File: src/rtl/ahb_addr_decoder_ds.sv
// ---------------------------------------------------------------------------
// ahb_addr_decoder_ds
//
// AHB-Lite address decoder for one master layer of the multilayer
// interconnect.
//
// Decode: each slave owns an inclusive address region. Regions may overlap,
// and the lowest index wins. Addresses that match no region select the
// built-in default slave.
//
// Default slave: answers unmapped NONSEQ/SEQ transfers with the two-cycle
// ERROR response. Every unmapped transfer it accepts is recorded in a sticky
// capture register (last address seen plus a saturating counter).
//
// Ports
//   i_clk            bus clock
//   i_rstn           asynchronous active-low reset
//   i_haddr          address-phase address
//   i_htrans         HTRANS (only bit 1, "active transfer", is used)
//   i_hready         layer HREADY, i.e. the output of the response mux
//   i_err_clr        synchronous clear of the error-capture registers
//   o_hsel           one-hot address-phase slave select (combinational)
//   o_def_sel        address-phase default-slave select (combinational)
//   o_hsel_dp        registered data-phase slave select for the response mux
//   o_def_sel_dp     registered data-phase default-slave select
//   o_def_hreadyout  default-slave HREADYOUT
//   o_def_hresp      default-slave HRESP (1 = ERROR)
//   o_err_cnt        saturating count of unmapped active transfers
//   o_err_addr       address of the most recent unmapped active transfer
// ---------------------------------------------------------------------------
module ahb_addr_decoder_ds #(
  parameter int NUM_SLAVES = 2,
  parameter int ADDR_WIDTH = 32,
  parameter logic [ADDR_WIDTH-1:0] START_ADDR [0:NUM_SLAVES-1] = '{default: '0},
  parameter logic [ADDR_WIDTH-1:0] END_ADDR   [0:NUM_SLAVES-1] = '{default: '0},
  parameter int ERR_CNT_W  = 8
) (
  input  logic                  i_clk,
  input  logic                  i_rstn,
  input  logic [ADDR_WIDTH-1:0] i_haddr,
  input  logic [1:0]            i_htrans,
  input  logic                  i_hready,
  input  logic                  i_err_clr,
  output logic [NUM_SLAVES-1:0] o_hsel,
  output logic                  o_def_sel,
  output logic [NUM_SLAVES-1:0] o_hsel_dp,
  output logic                  o_def_sel_dp,
  output logic                  o_def_hreadyout,
  output logic                  o_def_hresp,
  output logic [ERR_CNT_W-1:0]  o_err_cnt,
  output logic [ADDR_WIDTH-1:0] o_err_addr
);

  // -------------------------------------------------------------------------
  // Region hit detection
  // -------------------------------------------------------------------------
  logic [NUM_SLAVES-1:0] hit;
  // lower_hit[i] is set when any region with an index below i hits.
  logic [NUM_SLAVES-1:0] lower_hit;

  genvar gi;
  generate
    for (gi = 0; gi < NUM_SLAVES; gi++) begin : g_region
      // Compare through the borrow of an (ADDR_WIDTH+1)-bit subtraction.
      // This stays a true unsigned compare even when a bound is zero or
      // all-ones, where a plain relational operator folds to a constant.
      logic                  lo_borrow;
      logic                  hi_borrow;
      logic [ADDR_WIDTH-1:0] unused_lo_diff;
      logic [ADDR_WIDTH-1:0] unused_hi_diff;

      assign {lo_borrow, unused_lo_diff} = {1'b0, i_haddr} - {1'b0, START_ADDR[gi]};
      assign {hi_borrow, unused_hi_diff} = {1'b0, END_ADDR[gi]} - {1'b0, i_haddr};

      // A region whose start lies above its end can never satisfy both
      // bounds, so it never hits.
      assign hit[gi] = ~lo_borrow & ~hi_borrow;

      if (gi == 0) begin : g_first
        assign lower_hit[gi] = 1'b0;
      end else begin : g_rest
        assign lower_hit[gi] = lower_hit[gi-1] | hit[gi-1];
      end

      // Lowest hitting index wins, which keeps o_hsel one-hot or zero.
      assign o_hsel[gi] = hit[gi] & ~lower_hit[gi];
    end
  endgenerate

  // The default slave is selected purely on address, not on HTRANS.
  assign o_def_sel = ~|hit;

  // HTRANS[0] only distinguishes IDLE/BUSY and NONSEQ/SEQ within each pair.
  // The decoder only needs to know whether a transfer is active.
  logic unused_htrans0;
  assign unused_htrans0 = i_htrans[0];

  // -------------------------------------------------------------------------
  // Data-phase select register
  // -------------------------------------------------------------------------
  logic [NUM_SLAVES-1:0] hsel_dp_q, hsel_dp_d;
  logic                  def_sel_dp_q, def_sel_dp_d;

  always_comb begin
    hsel_dp_d    = hsel_dp_q;
    def_sel_dp_d = def_sel_dp_q;
    if (i_hready) begin
      hsel_dp_d    = o_hsel;
      def_sel_dp_d = o_def_sel;
    end
  end

  // Out of reset the default slave owns the data phase. That way the
  // response mux sees a ready, OKAY bus before any transfer is accepted.
  always_ff @(posedge i_clk or negedge i_rstn) begin
    if (!i_rstn) begin
      hsel_dp_q    <= '0;
      def_sel_dp_q <= 1'b1;
    end else begin
      hsel_dp_q    <= hsel_dp_d;
      def_sel_dp_q <= def_sel_dp_d;
    end
  end

  assign o_hsel_dp    = hsel_dp_q;
  assign o_def_sel_dp = def_sel_dp_q;

  // -------------------------------------------------------------------------
  // Default-slave response FSM
  // -------------------------------------------------------------------------
  typedef enum logic [1:0] {
    ST_IDLE = 2'd0,
    ST_ERR1 = 2'd1,
    ST_ERR2 = 2'd2
  } def_state_e;

  def_state_e state_q, state_d;

  // An active transfer to unmapped space is accepted in this cycle.
  logic err_accept;
  assign err_accept = i_hready & i_htrans[1] & o_def_sel;

  always_comb begin
    state_d = state_q;
    case (state_q)
      ST_IDLE: begin
        if (err_accept) state_d = ST_ERR1;
      end
      ST_ERR1: begin
        state_d = ST_ERR2;
      end
      ST_ERR2: begin
        // A new unmapped transfer accepted in the last error cycle starts
        // the next error response back to back.
        state_d = err_accept ? ST_ERR1 : ST_IDLE;
      end
      default: begin
        state_d = ST_IDLE;
      end
    endcase
  end

  always_ff @(posedge i_clk or negedge i_rstn) begin
    if (!i_rstn) begin
      state_q <= ST_IDLE;
    end else begin
      state_q <= state_d;
    end
  end

  // Outputs decode the state register directly, so there is no
  // combinational path from the inputs to the response.
  assign o_def_hreadyout = (state_q != ST_ERR1);
  assign o_def_hresp     = (state_q != ST_IDLE);

  // -------------------------------------------------------------------------
  // Sticky error capture
  // -------------------------------------------------------------------------
  logic [ERR_CNT_W-1:0]  err_cnt_q, err_cnt_d;
  logic [ADDR_WIDTH-1:0] err_addr_q, err_addr_d;
  logic                  err_enter;

  // ERR1 is only ever entered from IDLE or ERR2, so a next state of ERR1
  // always marks a fresh transition into it.
  assign err_enter = (state_d == ST_ERR1);

  always_comb begin
    err_cnt_d  = err_cnt_q;
    err_addr_d = err_addr_q;
    if (err_enter) begin
      // A clear in the same cycle as a new error still keeps that error.
      if (i_err_clr) begin
        err_cnt_d = ERR_CNT_W'(1);
      end else if (!(&err_cnt_q)) begin
        err_cnt_d = err_cnt_q + ERR_CNT_W'(1);
      end
      err_addr_d = i_haddr;
    end else if (i_err_clr) begin
      err_cnt_d  = '0;
      err_addr_d = '0;
    end
  end

  always_ff @(posedge i_clk or negedge i_rstn) begin
    if (!i_rstn) begin
      err_cnt_q  <= '0;
      err_addr_q <= '0;
    end else begin
      err_cnt_q  <= err_cnt_d;
      err_addr_q <= err_addr_d;
    end
  end

  assign o_err_cnt  = err_cnt_q;
  assign o_err_addr = err_addr_q;

endmodule

File: config.mk
export PLATFORM = sky130hd
export DESIGN_NAME = ahb_addr_decoder_ds
export DESIGN_NICKNAME = d
export VERILOG_FILES = /design/src/rtl/ahb_addr_decoder_ds.sv
export SDC_FILE = /design/constraint.sdc
export NUM_CORES = 1
export LEC_CHECK = 0
export ABC_AREA = 1
export CAP_MARGIN = 30
export CORE_MARGIN = 8
export CORE_UTILIZATION = 38
export CTS_CLUSTER_DIAMETER = 30
export DETAILED_ROUTE_END_ITERATION = 6
export GPL_ROUTABILITY_DRIVEN = 0
export PLACE_DENSITY = 0.77
export SLEW_MARGIN = 20
export SYNTH_ARGS = -nofsm -noshare
export SYNTH_HDL_FRONTEND = slang
export SYNTH_SLANG_ARGS = --single-unit
File: constraint.sdc
create_clock -name i_clk -period 1.4 [get_ports i_clk]
set_input_delay 0.35 -clock i_clk [delete_from_list [all_inputs] [get_ports i_clk]]
set_output_delay 0.35 -clock i_clk [all_outputs]
set_load 0.01 [all_outputs]
==> metrics.txt <==
ant diodes 0; I/O pin total 86; cts hold-fix bufs 0; RR Endpoint o_err_cnt[1]; leading post-synthesis cells by cell area dfrtp_1 52%, nand2_1 17%, nand3_1 8.9%; remaining design rule violation count 0; register bit total from synthesis 44; vias per std cell 4.86; reg-to-reg slack, setup -0.11 ns; Yosys warning total 0; area growth from synthesis to layout 66.4%; Yosys cell types 25; period utilization 1.08; die width 89.9 um; antenna viol nets, final 0; H-tree depth 2; die area 8080 sq um; Final Instance Count excl. Fillers 435; PortBufs 82; dpl cells 414; core area 5370 sq um; final setup vio count 10; Rows 27; Seq/Total Area, Yosys 0.532; reg2reg start o_err_cnt[1]; Die Y 89.9 um; number of global-route vias before repair 2,058; Comb pwr share 0.202; Overflow after GRT 0; failing checks negative setup slack; total CTS buffers 5; Peak Freq 663 MHz; total track usage 0.153; final standard cell area without fillers 3450 sq um; Syn Inst Count 252; Cell Area, Synth 2070 sq um; Setup CP Type reg -> reg; worst path arrival time 1.70 ns; Final min period 1.51 ns; DRT Pass-1 Iters 4; CTS tree done; RSZ-0062 raised after global routing yes; clock tree root driver cell clkbuf_8; P_int 2.06 mW; via count 2,115; pin count of the biggest net entering global routing 45; drt initial violations 87; WL/cell 15.3 um; initial antenna violation count 0; worst skew pair latency 0.30 ns; Sw Share 0.268; clock slew at reported path FFs 0.09 ns; Max-Cap Viols 0; cell taking the most area after synthesis dfrtp_1; Lkg Pwr 1.88 nW; Clock Power Share 0.307; Clock Tree Buf Depth 2; peak supply drop 0.440 mV; dpl hpwl 4470 um; share of post-route cells with drive strength above 1 0.380; syn_area_per_cell 8.23 sq um; Synth top area share 0.519; Final Skew 0.00864 ns; Sink Count 44; Fin Hold WS 0.0141 ns; Worst Path Max Fanout 4; layout net count 402; Routed WL 6650 um; status finished with violations; final hold viol count 0; crit end category flop; Pwr Density 817 nW/um^2; P_sw 756 uW; CP startpoint kind flop; Hold Path Class in -> async; setup ws final -0.109 ns; Initial Utilization 0.386; sequential power share 0.491; CP required 1.59 ns; first-pass GRT wire length 10,200 um; R2R cell count 7; placed inst area 3070 sq um; fin. max-slew vios 0
[layer usage]
layer | vias to the layer above | wire, um | global-route usage
li1 | 1025 | - | -
met1 | 1008 | 2810 | 0.187
met3 | 12 | 349 | 0.0407
met2 | 70 | 3360 | 0.247
met4 | 0 | 125 | 0.0666
met5 | - | 0 | 0
[power by group through the flow]
stage / logic, mW / clock network (mW) / registers [mW]
2_1_floorplan: 0.156 / 0 / 1.44
3_3_place_gp: 0.538 / 0 / 1.40
3_5_place_dp: 0.545 / 0 / 1.41
4_1_cts: 0.493 / 0.887 / 1.38
5_1_grt: 0.616 / 0.934 / 1.39
6_report: 0.568 / 0.866 / 1.39
[cell usage in the layout, fill, tap and decap left out]
| cell | Yosys | routed |
|---|---|---|
| inv_1 | 12 | 9 |
| nand2_2 | 3 | 10 |
| or2_2 | 2 | 1 |
| buf_4 | 3 | 27 |
| or2_4 | 0 | 1 |
| nor2_1 | 21 | 1 |
| o21a_1 | 1 | 1 |
| buf_8 | 0 | 2 |
| nor3_1 | 1 | 1 |
| nand2_1 | 94 | 87 |
| buf_6 | 5 | 25 |
| dlygate4sd2_1 | 0 | 39 |
| dfstp_2 | 1 | 1 |
| inv_2 | 0 | 3 |
| xor2_1 | 1 | 1 |
| nor2_2 | 1 | 11 |
| buf_12 | 0 | 4 |
| clkinv_1 | 1 | 1 |
| o21ai_4 | 1 | 1 |
| nand3b_1 | 1 | 1 |
| dfrtp_1 | 43 | 43 |
| clkdlybuf4s50_1 | 0 | 2 |
| dlymetal6s2s_1 | 0 | 1 |
| nor2_4 | 1 | 11 |
| o21ai_0 | 4 | 4 |
| nand3_1 | 37 | 22 |
| ha_2 | 0 | 1 |
| nand4_1 | 10 | 10 |
| conb_1 | 1 | 2 |
| a31o_2 | 1 | 1 |
| clkbuf_16 | 0 | 2 |
| buf_2 | 2 | 15 |
| clkbuf_8 | 0 | 7 |
| nand3_2 | 0 | 15 |
[worst max-delay path, stage by stage (launching register included)]
cell,delay [ns]
dfrtp_1,0.37
ha_2,0.19
nand4_1,0.15
nor2_2,0.18
nand4_1,0.18
buf_4,0.20
nand4_1,0.08
nand2_1,0.06
[worst max path at each step]
stage / start / end / slack (ns) / depth (start not counted)
3_5_place_dp: i_haddr[8] / o_hsel[0] / -0.91 / 7
4_1_cts: i_haddr[3] / o_def_sel / -0.09 / 8
5_1_grt: o_err_cnt[1] / o_err_cnt[7] / -0.21 / 7
6_report: o_err_cnt[1] / o_err_cnt[1] / -0.11 / 7
2_1_floorplan: o_err_cnt[0] / o_err_cnt[4] / -0.05 / 7
3_3_place_gp: i_haddr[14] / o_hsel[0] / -0.87 / 7
[sequential cells by signal, indices dropped and copies added, names as in the netlist]
signal and count:
o_def_sel_dp 1, o_hsel_dp 1, o_err_addr 32, o_err_cnt 8, state_q 2
[final cells by class]
cell class	count	area, sq um
clock buffer	7	96.3
fill	496	1920
inverter	13	48.8
multi-input combinational	182	1020
sequential	44	1100
tap	72	90.1
timing repair buffer	117	1090
[logic make-up (layout without fill, tap and decap cells)]
| family | count (synthesis) | after routing | share of synthesized area |
|---|---|---|---|
| adder cells (fa/ha/maj) | 1 | 1 | 0.00603 |
| buffers and inverters | 27 | 137 | 0.0736 |
| AND/OR/NAND/NOR | 171 | 171 | 0.357 |
| flip-flops | 44 | 44 | 0.532 |
| XOR/XNOR | 1 | 1 | 0.00423 |
| other | 1 | 2 | 0.00181 |
| AO/OA/AOI/OAI | 7 | 7 | 0.0254 |
[cells in the mapped netlist]
master	count
a31o_2	1
buf_2	2
buf_4	3
buf_6	5
clkbuf_1	4
clkinv_1	1
conb_1	1
dfrtp_1	43
dfstp_2	1
ha_1	1
inv_1	12
nand2_1	94
nand2_2	3
nand3_1	37
nand3b_1	1
nand4_1	10
nor2_1	21
nor2_2	1
nor2_4	1
nor3_1	1
o21a_1	1
o21ai_0	4
o21ai_4	1
or2_2	2
xor2_1	1
[per-stage QoR]
step | util | power, mW | TNS, ns | setup slack (ns)
2_1_floorplan | - | 1.59 | -0.356 | -0.0467
3_3_place_gp | 0.572 | 1.94 | -27.60 | -0.874
3_5_place_dp | 0.572 | 1.95 | -28.29 | -0.911
4_1_cts | 0.580 | 2.76 | -0.349 | -0.0867
5_1_grt | 0.642 | 2.94 | -1.74 | -0.211
6_report | 0.642 | 2.82 | -0.736 | -0.109
[repair_timing]
| item | 4_1_cts | 5_1_grt |
|---|---|---|
| setup endpoints to repair | 89 | 37 |
| resized for setup | 229 | 55 |
| pin swaps | 42 | 43 |
| cloned | 0 | 2 |
| setup buffers | 7 | 6 |
No activity file was read; power rests on OpenSTA's default activity.
